File: config.mk
export PLATFORM = sky130hd
export DESIGN_NAME = adder16
export DESIGN_NICKNAME = d
export VERILOG_FILES = /design/src/rtl/adder16.sv
export SDC_FILE = /design/constraint.sdc
export NUM_CORES = 1
export LEC_CHECK = 0
export CORE_MARGIN = 2
export CORE_UTILIZATION = 46
export CTS_CLUSTER_SIZE = 20
export DETAILED_ROUTE_END_ITERATION = 8
export HOLD_SLACK_MARGIN = 0.06
export PLACE_DENSITY = 0.86
export SLEW_MARGIN = 20
export SYNTH_ARGS = -nofsm -noshare
export SYNTH_HDL_FRONTEND = slang
export SYNTH_SLANG_ARGS = --single-unit
export TNS_END_PERCENT = 10
File: constraint.sdc
create_clock -name clk -period 5.7 [get_ports clk]
set_input_delay 1.14 -clock clk [delete_from_list [all_inputs] [get_ports clk]]
set_output_delay 1.14 -clock clk [all_outputs]
set_load 0.005 [all_outputs]
File: src/rtl/adder16.sv
// Registered 16-bit two's-complement adder with carry, parity, overflow, zero and sign flags.
// The sum uses four chained 4-bit carry-lookahead blocks, and the flags are taken from the unregistered sum.
module adder16 (
  input  logic        clk,
  input  logic        rst,
  input  logic        en,
  input  logic [15:0] X,
  input  logic [15:0] Y,
  output logic [15:0] F,
  output logic        C,
  output logic        P,
  output logic        O,
  output logic        Z,
  output logic        S
);

  // 4-bit lookahead block: returns {carry_out, sum[3:0]}; every carry is flattened from g/p and cin.
  function automatic logic [4:0] cla4(input logic [3:0] a, input logic [3:0] b, input logic cin);
    logic [3:0] g;
    logic [3:0] p;
    logic [4:0] c;
    g    = a & b;
    p    = a ^ b;
    c[0] = cin;
    c[1] = g[0] | (p[0] & cin);
    c[2] = g[1] | (p[1] & g[0]) | (p[1] & p[0] & cin);
    c[3] = g[2] | (p[2] & g[1]) | (p[2] & p[1] & g[0]) | (p[2] & p[1] & p[0] & cin);
    c[4] = g[3] | (p[3] & g[2]) | (p[3] & p[2] & g[1]) | (p[3] & p[2] & p[1] & g[0])
         | (p[3] & p[2] & p[1] & p[0] & cin);
    return {c[4], p ^ c[3:0]};
  endfunction

  function automatic logic even_parity(input logic [15:0] v);
    return ~^v;
  endfunction

  function automatic logic signed_ovf(input logic signed [15:0] a, input logic signed [15:0] b,
                                      input logic signed [15:0] s);
    return (a[15] & b[15] & ~s[15]) | (~a[15] & ~b[15] & s[15]);
  endfunction

  logic [4:0]  cy;
  logic [15:0] f_d;
  logic [15:0] f_q;
  logic        c_q, p_q, o_q, z_q, s_q;

  assign cy[0] = 1'b0;

  for (genvar i = 0; i < 4; i++) begin : g_cla
    assign {cy[i+1], f_d[4*i +: 4]} = cla4(X[4*i +: 4], Y[4*i +: 4], cy[i]);
  end

  always_ff @(posedge clk) begin
    if (rst) begin
      f_q <= '0;
      c_q <= 1'b0;
      p_q <= 1'b0;
      o_q <= 1'b0;
      z_q <= 1'b0;
      s_q <= 1'b0;
    end else if (en) begin
      f_q <= f_d;
      c_q <= cy[4];
      p_q <= even_parity(f_d);
      o_q <= signed_ovf(X, Y, f_d);
      z_q <= ~|f_d;
      s_q <= f_d[15];
    end
  end

  assign F = f_q;
  assign C = c_q;
  assign P = p_q;
  assign O = o_q;
  assign Z = z_q;
  assign S = s_q;

endmodule

==> results by group, run 1 <==
Floorplanning
  • Initial Util: 49.0%
  • Rows: 21
  • Core box area: 0.00342 mm²
  • Die Wd: roughly 64 µm
  • Die Height: 64.4 µm
  • Die area: between 0.004 and 0.005 mm²
  • IO Pins: 56

Clock network
  • Clock Tree Buf Depth: 2
  • CTS Hold Bufs: 0
  • CTS Sinks: 20
  • Skew-Pair Late Insertion Delay: 0.30 ns
  • Num CTS Buffers: 3
  • Clock slew at reported path FFs: 0.12 ns
  • Post-CTS resize count: 0
  • Clock root buffer: clkbuf_4
  • Setup Buffers After CTS: 0
  • H-tree depth: 1
  • CTS tree: done

STA
  • Unrepaired setup endpoints after global routing: no
  • Final number of setup-violating endpoints: 0
  • Setup tns final: 0 ns
  • Slew @ Worst Pin: between 0.8 and 0.9 ns
  • Layout Skew: 0 ns
  • Hold slack final: between 0.4 and 0.5 ns
  • Final Cycle Share: just under 90%
  • Slew headroom: 45.6%
  • Slew Limit Fails: 0
  • Fin. Hold Viols: 0
  • Tmin final: 4.94 ns
  • Fmax: a little over 0.2 GHz

GRT
  • Initial antenna violation count: 0
  • All-layer global routing usage: 19.3%
  • Pin count of the biggest net entering global routing: 31
  • Grt ovf: 0
  • Vias in the first global route: around 1,600
  • First-pass GRT wire length: around 6.4 mm

Power
  • Lkg Pwr: ~0.0010 µW
  • Pwr Total: 587 µW
  • Max IR drop VDD: 0.000126 V
  • Pwr dens: approximately 260 mW/mm²

Worst setup path
  • CP peak stage delay: about 0.4 ns
  • Crit path kind: input pin to register
  • CP required: 5.92 ns
  • CP Launch Type: input pin
  • Critical Path Most Common Cell: xnor2_1
  • Critical Path, Cell by Cell: clkdlybuf4s50_1 -> ha_1 -> a41o_1 -> a211oi_2 -> nor3_1 -> nor3_1 -> o21bai_1 -> fa_1 -> xnor2_1 -> ha_1 -> xnor2_1 -> xnor2_1 -> xnor2_1 -> xnor2_1 -> o22ai_1 -> a221oi_2
  • Largest fanout on the critical path: 4
  • Worst EP arrival: 5.16 ns
  • Endpoint class of the critical path: register
  • CP max-delay cell: clkdlybuf4s50_1

Run
  • Max-Cap Viols: 0

Detailed routing
  • Vias per cell: 5.28
  • WL final: 3.80 mm
  • Wire per inst: ~13 µm
  • DRC errors left: 0
  • Iter 0 DRT Violations: 71
  • DR vias: 1,516
  • Initial DRT Pass Iterations: 4
  • Final ANT Viol Nets: 0

Yosys
  • Largest cells by area after synthesis: dfxtp_1 24%, ha_1 18%, xnor2_1 5.2%, fa_1 4.8%, mux2i_1 4.8%
  • Yosys warnings: 0
  • Synth Area in Simple Gates: 13.7%
  • Gate count after technology mapping: ~190
  • Library cells used by synthesis: roughly 40
  • Fraction of the mapped netlist area in adder cells: 22.7%
  • Area of the mapped netlist: 0.00168 mm²
  • Yosys top cell by area: dfxtp_1
  • Synth Area in XOR/XNOR: 8.36%
  • Top FF cell, synth: dfxtp_1
  • FFs w/ async S/R, synth: 0%
  • Yosys reg bits: 20
  • Largest family of logic cells by synthesized area: adder cells
  • Post-synth EDFFs: 0
  • Avg Cell Area, Syn: roughly 8.9 µm²
  • Post-synthesis sequential area ratio: 23.9%
  • Post-Syn Nets: 251
  • Mux contribution to synthesized area: between 6 and 7%
  • Compound-Gate Fraction of Synth Area: 19.1%
  • Post-synth top area share: 23.9%

Place
  • Final GP Congestion: 0.807
  • Dpl hpwl: 3.20 mm
  • # port buffers: 55

Final layout
  • Most frequent cells in the layout: 55 x clkdlybuf4s50_1, 24 x ha_1, 20 x dfxtp_1, 20 x inv_1, 16 x nor2_1
  • P&R area growth vs syn: 36.5%
  • Count of nets after finishing: 306
  • Layout cells sized above 1: a little over 4%
  • Antenna Cells: 0
  • Leading cell type in the layout, fill and taps excluded: clkdlybuf4s50_1

Worst hold path
  • Worst hold-check path type: register to register

Run status
  • Status: finished clean
[flip-flops by register name, summed over array words and instances (netlist names)]
name / cells
Z: 1
C: 1
F: 16
O: 1
P: 1
[stage by stage]
| stage | instance area, µm² | utilization, % | cells | worst slack (ns) |
|---|---|---|---|---|
| 2_1_floorplan | 1680 | - | 188 | 1.29 |
| 3_3_place_gp | 2260 | 66.3 | 284 | 0.704 |
| 3_5_place_dp | 2260 | 66.3 | 284 | 0.478 |
| 4_1_cts | 2290 | 67.0 | 287 | 0.784 |
| 5_1_grt | 2290 | 67.0 | 287 | 0.528 |
| 6_report | 2290 | 67.0 | 287 | 0.759 |
[cell usage after synthesis, drive strengths merged (2+ instances only)]
cell type  count
o21ai          5
mux2           2
xnor2         10
a311oi         2
nand2          5
nor3           3
nor2          16
nand2b         4
mux2i          8
or3            2
ha            24
clkbuf         5
fa             4
a21oi          7
inv           20
xor2           6
nand3          4
dfxtp         20
nor2b          5
a211oi         5
o22ai          3
o2111ai        2
o21bai         2
a21o          10
[kinds of logic (layout without fill, tap and decap cells)]
| group | count (synthesis) | after routing |
|---|---|---|
| compound gates | 43 | 43 |
| xor+xnor | 16 | 16 |
| fa+ha+maj | 28 | 28 |
| buf+inv | 26 | 79 |
| flops | 20 | 20 |
| mux | 10 | 10 |
| simple gates | 45 | 45 |
[final timing paths]
path	start	endpoint	slack [ns]	cells past startpoint
worst min-delay path	F[4]	F[4]	0.49	2
worst min register to register	F[4]	F[4]	0.49	2
worst max register to register	F[7]	F[7]	4.92	3
worst max-delay path	X[3]	P	0.76	16
[final cells by class]
type / count / area (µm²)
clock buffer: 3 / 22.5
fill: 285 / 1130
inverter: 20 / 75.1
multi-input combinational: 142 / 1170
sequential: 20 / 400
tap: 46 / 57.6
timing repair buffer: 56 / 558
[layer usage]
| layer | vias up | share of wire (%) | track usage (%) |
|---|---|---|---|
| met2 | 47 | 51 | 35.2 |
| li1 | 774 | - | - |
| met5 | - | 0 | 0 |
| met1 | 691 | 43 | 22.3 |
| met4 | 0 | 0.76 | 5.85 |
| met3 | 4 | 5.0 | 4.23 |
[report_power, final]
| group | leakage, µW | internal [µW] | switching (µW) |
|---|---|---|---|
| combinational | 0.000822 | 187 | 168 |
| sequential | 0.000165 | 156 | 8.14 |
| clock | 0.0000138 | 24.6 | 43.1 |
[worst max-delay path, delay by kind of cell]
kind,cells,cell delay (ns)
xor+xnor,5,1.07
compound gates,5,1.05
fa+ha+maj,3,1.03
simple gates,2,0.46
buf+inv,1,0.40
Power figures use the tool's default switching activity.
==> inputs of run 2 (changes only) <==
--- a/config.mk
+++ b/config.mk
@@ -11,6 +11,7 @@
 export DETAILED_ROUTE_END_ITERATION = 8
 export HOLD_SLACK_MARGIN = 0.06
 export PLACE_DENSITY = 0.86
+export RECOVER_POWER = 50
 export SLEW_MARGIN = 20
 export SYNTH_ARGS = -nofsm -noshare
 export SYNTH_HDL_FRONTEND = slang
==> run 2 against run 1 <==
Sequential power about the same. Critical path depth is the same. Register-to-register slack barely moved. Via count decreased by 0.33%. Maximum frequency about the same. Clock skew did not move. Die area did not move. Total power fell by 1.1%. Global-route usage did not move. Sequential cell count unchanged. Worst setup slack improved by 0.0012 ns. Worst hold slack worse by 0.0031 ns. Largest cell class unchanged.
==> results by group, run 2 (synthesis results as in run 1) <==
Worst setup path
  • CP Launch Type: input pin
  • CP required: roughly 5.9 ns
  • Delay-heaviest family, CP: XOR/XNOR gates
  • CP peak stage delay: ~0.40 ns
  • Endpoint class of the critical path: register
  • Crit path kind: input pin to register
  • Largest fanout on the critical path: 4
  • Worst EP arrival: between 5 and 6 ns
  • Critical Path Most Common Cell: xnor2_1
  • Critical Path, Cell by Cell: clkdlybuf4s50_1 -> ha_1 -> a41o_1 -> a211oi_2 -> nor3_1 -> nor3_1 -> o21bai_1 -> fa_1 -> xnor2_1 -> ha_1 -> xnor2_1 -> xnor2_1 -> xnor2_1 -> xnor2_1 -> o22ai_1 -> a221oi_2
  • CP max-delay cell: clkdlybuf4s50_1
  • Bufs and invs on worst path: 1

Final layout
  • Layout cells sized above 1: 4.15%
  • P&R area growth vs syn: 36.5%
  • Final design utilization: roughly 67%
  • Count of nets after finishing: a little over 300
  • Most frequent cells in the layout: 35 x clkdlybuf4s50_1, 24 x ha_1, 20 x dfxtp_1, 20 x inv_1, 20 x dlygate4sd3_1
  • Leading cell type in the layout, fill and taps excluded: clkdlybuf4s50_1
  • Antenna Cells: 0
  • Final instance area: 0.00229 mm²
  • Max reg flops: 16
  • Fill cells: roughly 290

Clock network
  • H-tree depth: 1
  • Clock root buffer: clkbuf_4
  • Num CTS Buffers: 3
  • Skew-Pair Late Insertion Delay: 0.30 ns
  • CTS Hold Bufs: 0
  • CTS tree: done
  • Clock slew at reported path FFs: 0.12 ns
  • Setup Buffers After CTS: 0
  • CTS Sinks: 20
  • Clock Tree Buf Depth: 2
  • Post-CTS resize count: 0

GRT
  • All-layer global routing usage: 19.3%
  • Vias in the first global route: 1,587
  • Pin count of the biggest net entering global routing: 31
  • First-pass GRT wire length: 6.42 mm
  • Initial antenna violation count: 0
  • Grt ovf: 0

Place
  • Area after DPL: about 0.0023 mm²
  • # port buffers: between 50 and 60
  • Dpl hpwl: ~3.2 mm
  • Final GP Congestion: 0.807

Detailed routing
  • Wire per inst: 13.2 µm
  • WL final: 3.80 mm
  • Iter 0 DRT Violations: 70
  • DRC errors left: 0
  • DR vias: ~1,500
  • Vias per cell: between 5 and 6
  • Final ANT Viol Nets: 0
  • Initial DRT Pass Iterations: 4

Power
  • Switching share of total power: 37.7%
  • P_sw: 219 µW
  • Pwr dens: 254 mW/mm²
  • Power share of the combinational group: 60.2%
  • Lkg Pwr: 0.00105 µW
  • Sequential Power Share: 28.1%
  • Max IR drop VDD: approximately 0.00013 V
  • Clock Power Share: around an eighth
  • Int Power: 362 µW

STA
  • Final Cycle Share: 86.7%
  • Slew Limit Fails: 0
  • Slew @ Worst Pin: 0.834 ns
  • Fin. Hold Viols: 0
  • Unrepaired setup endpoints after global routing: no
  • Layout Skew: 0 ns
  • Final number of setup-violating endpoints: 0
  • Slew headroom: around 44%
  • Setup tns final: 0 ns
  • Tmin final: 4.94 ns
  • Fmax: about 0.2 GHz

Floorplanning
  • Die Height: 64.4 µm
  • Die Wd: around 64 µm
  • Core box area: 0.00342 mm²
  • Die area: between 0.004 and 0.005 mm²
  • IO Pins: 56
  • Initial Util: approximately half
  • Rows: 21

Run status
  • Status: finished clean

Worst hold path
  • Worst hold-check path type: register to register

Run
  • Max-Cap Viols: 0
-- run 2: stage by stage --
step / setup slack (ns) / total power [µW] / instances / hold slack (ns)
final: 0.760 / 581 / 287 / 0.483
after detailed placement: 0.478 / 522 / 284 / 0.474
after CTS: 0.784 / 589 / 287 / 0.489
after global placement: 0.704 / 503 / 284 / 0.471
after global routing: 0.528 / 623 / 287 / 0.524
after floorplan: 1.29 / 419 / 188 / 0.472
-- run 2: tightest hold or removal path, stage by stage (launching register included) --
cell and delay [ns]:
dfxtp_1 0.32, nor2_1 0.08, a211oi_1 0.05
-- run 2: final timing paths --
check                           startpoint  endpoint  slack [ns]  cells past startpoint
worst max-delay path                  X[3]         P        0.76                     16
worst min-delay path                  F[4]      F[4]        0.48                      2
worst max register to register        F[7]      F[7]        4.93                      3
worst min register to register        F[4]      F[4]        0.48                      2
-- run 2: power groups by stage --
stage	logic (µW)	clock network, µW	registers, µW
floorplan	251	0	168
global placement	336	0	167
detailed placement	355	0	167
CTS	355	69.5	164
global route	379	78.8	166
finish	350	67.7	163
-- run 2: per-layer routing --
metal | routed length [µm] | vias up | GRT usage, %
li1 | - | 775 | -
met1 | 1640 | 687 | 22.3
met2 | 1940 | 45 | 35.2
met3 | 188 | 4 | 4.23
met4 | 29 | 0 | 5.85
met5 | 0 | - | 0
-- run 2: area by class of cell --
class | instances | area [µm²] | area share (%)
Sequential cell | 20 | 400 | 17.5
Timing Repair Buffer | 56 | 558 | 24.4
Inverter | 20 | 75.1 | 3.28
Tap cell | 46 | 57.6 | 2.52
Multi-Input combinational cell | 142 | 1170 | 51.3
Clock buffer | 3 | 22.5 | 0.985
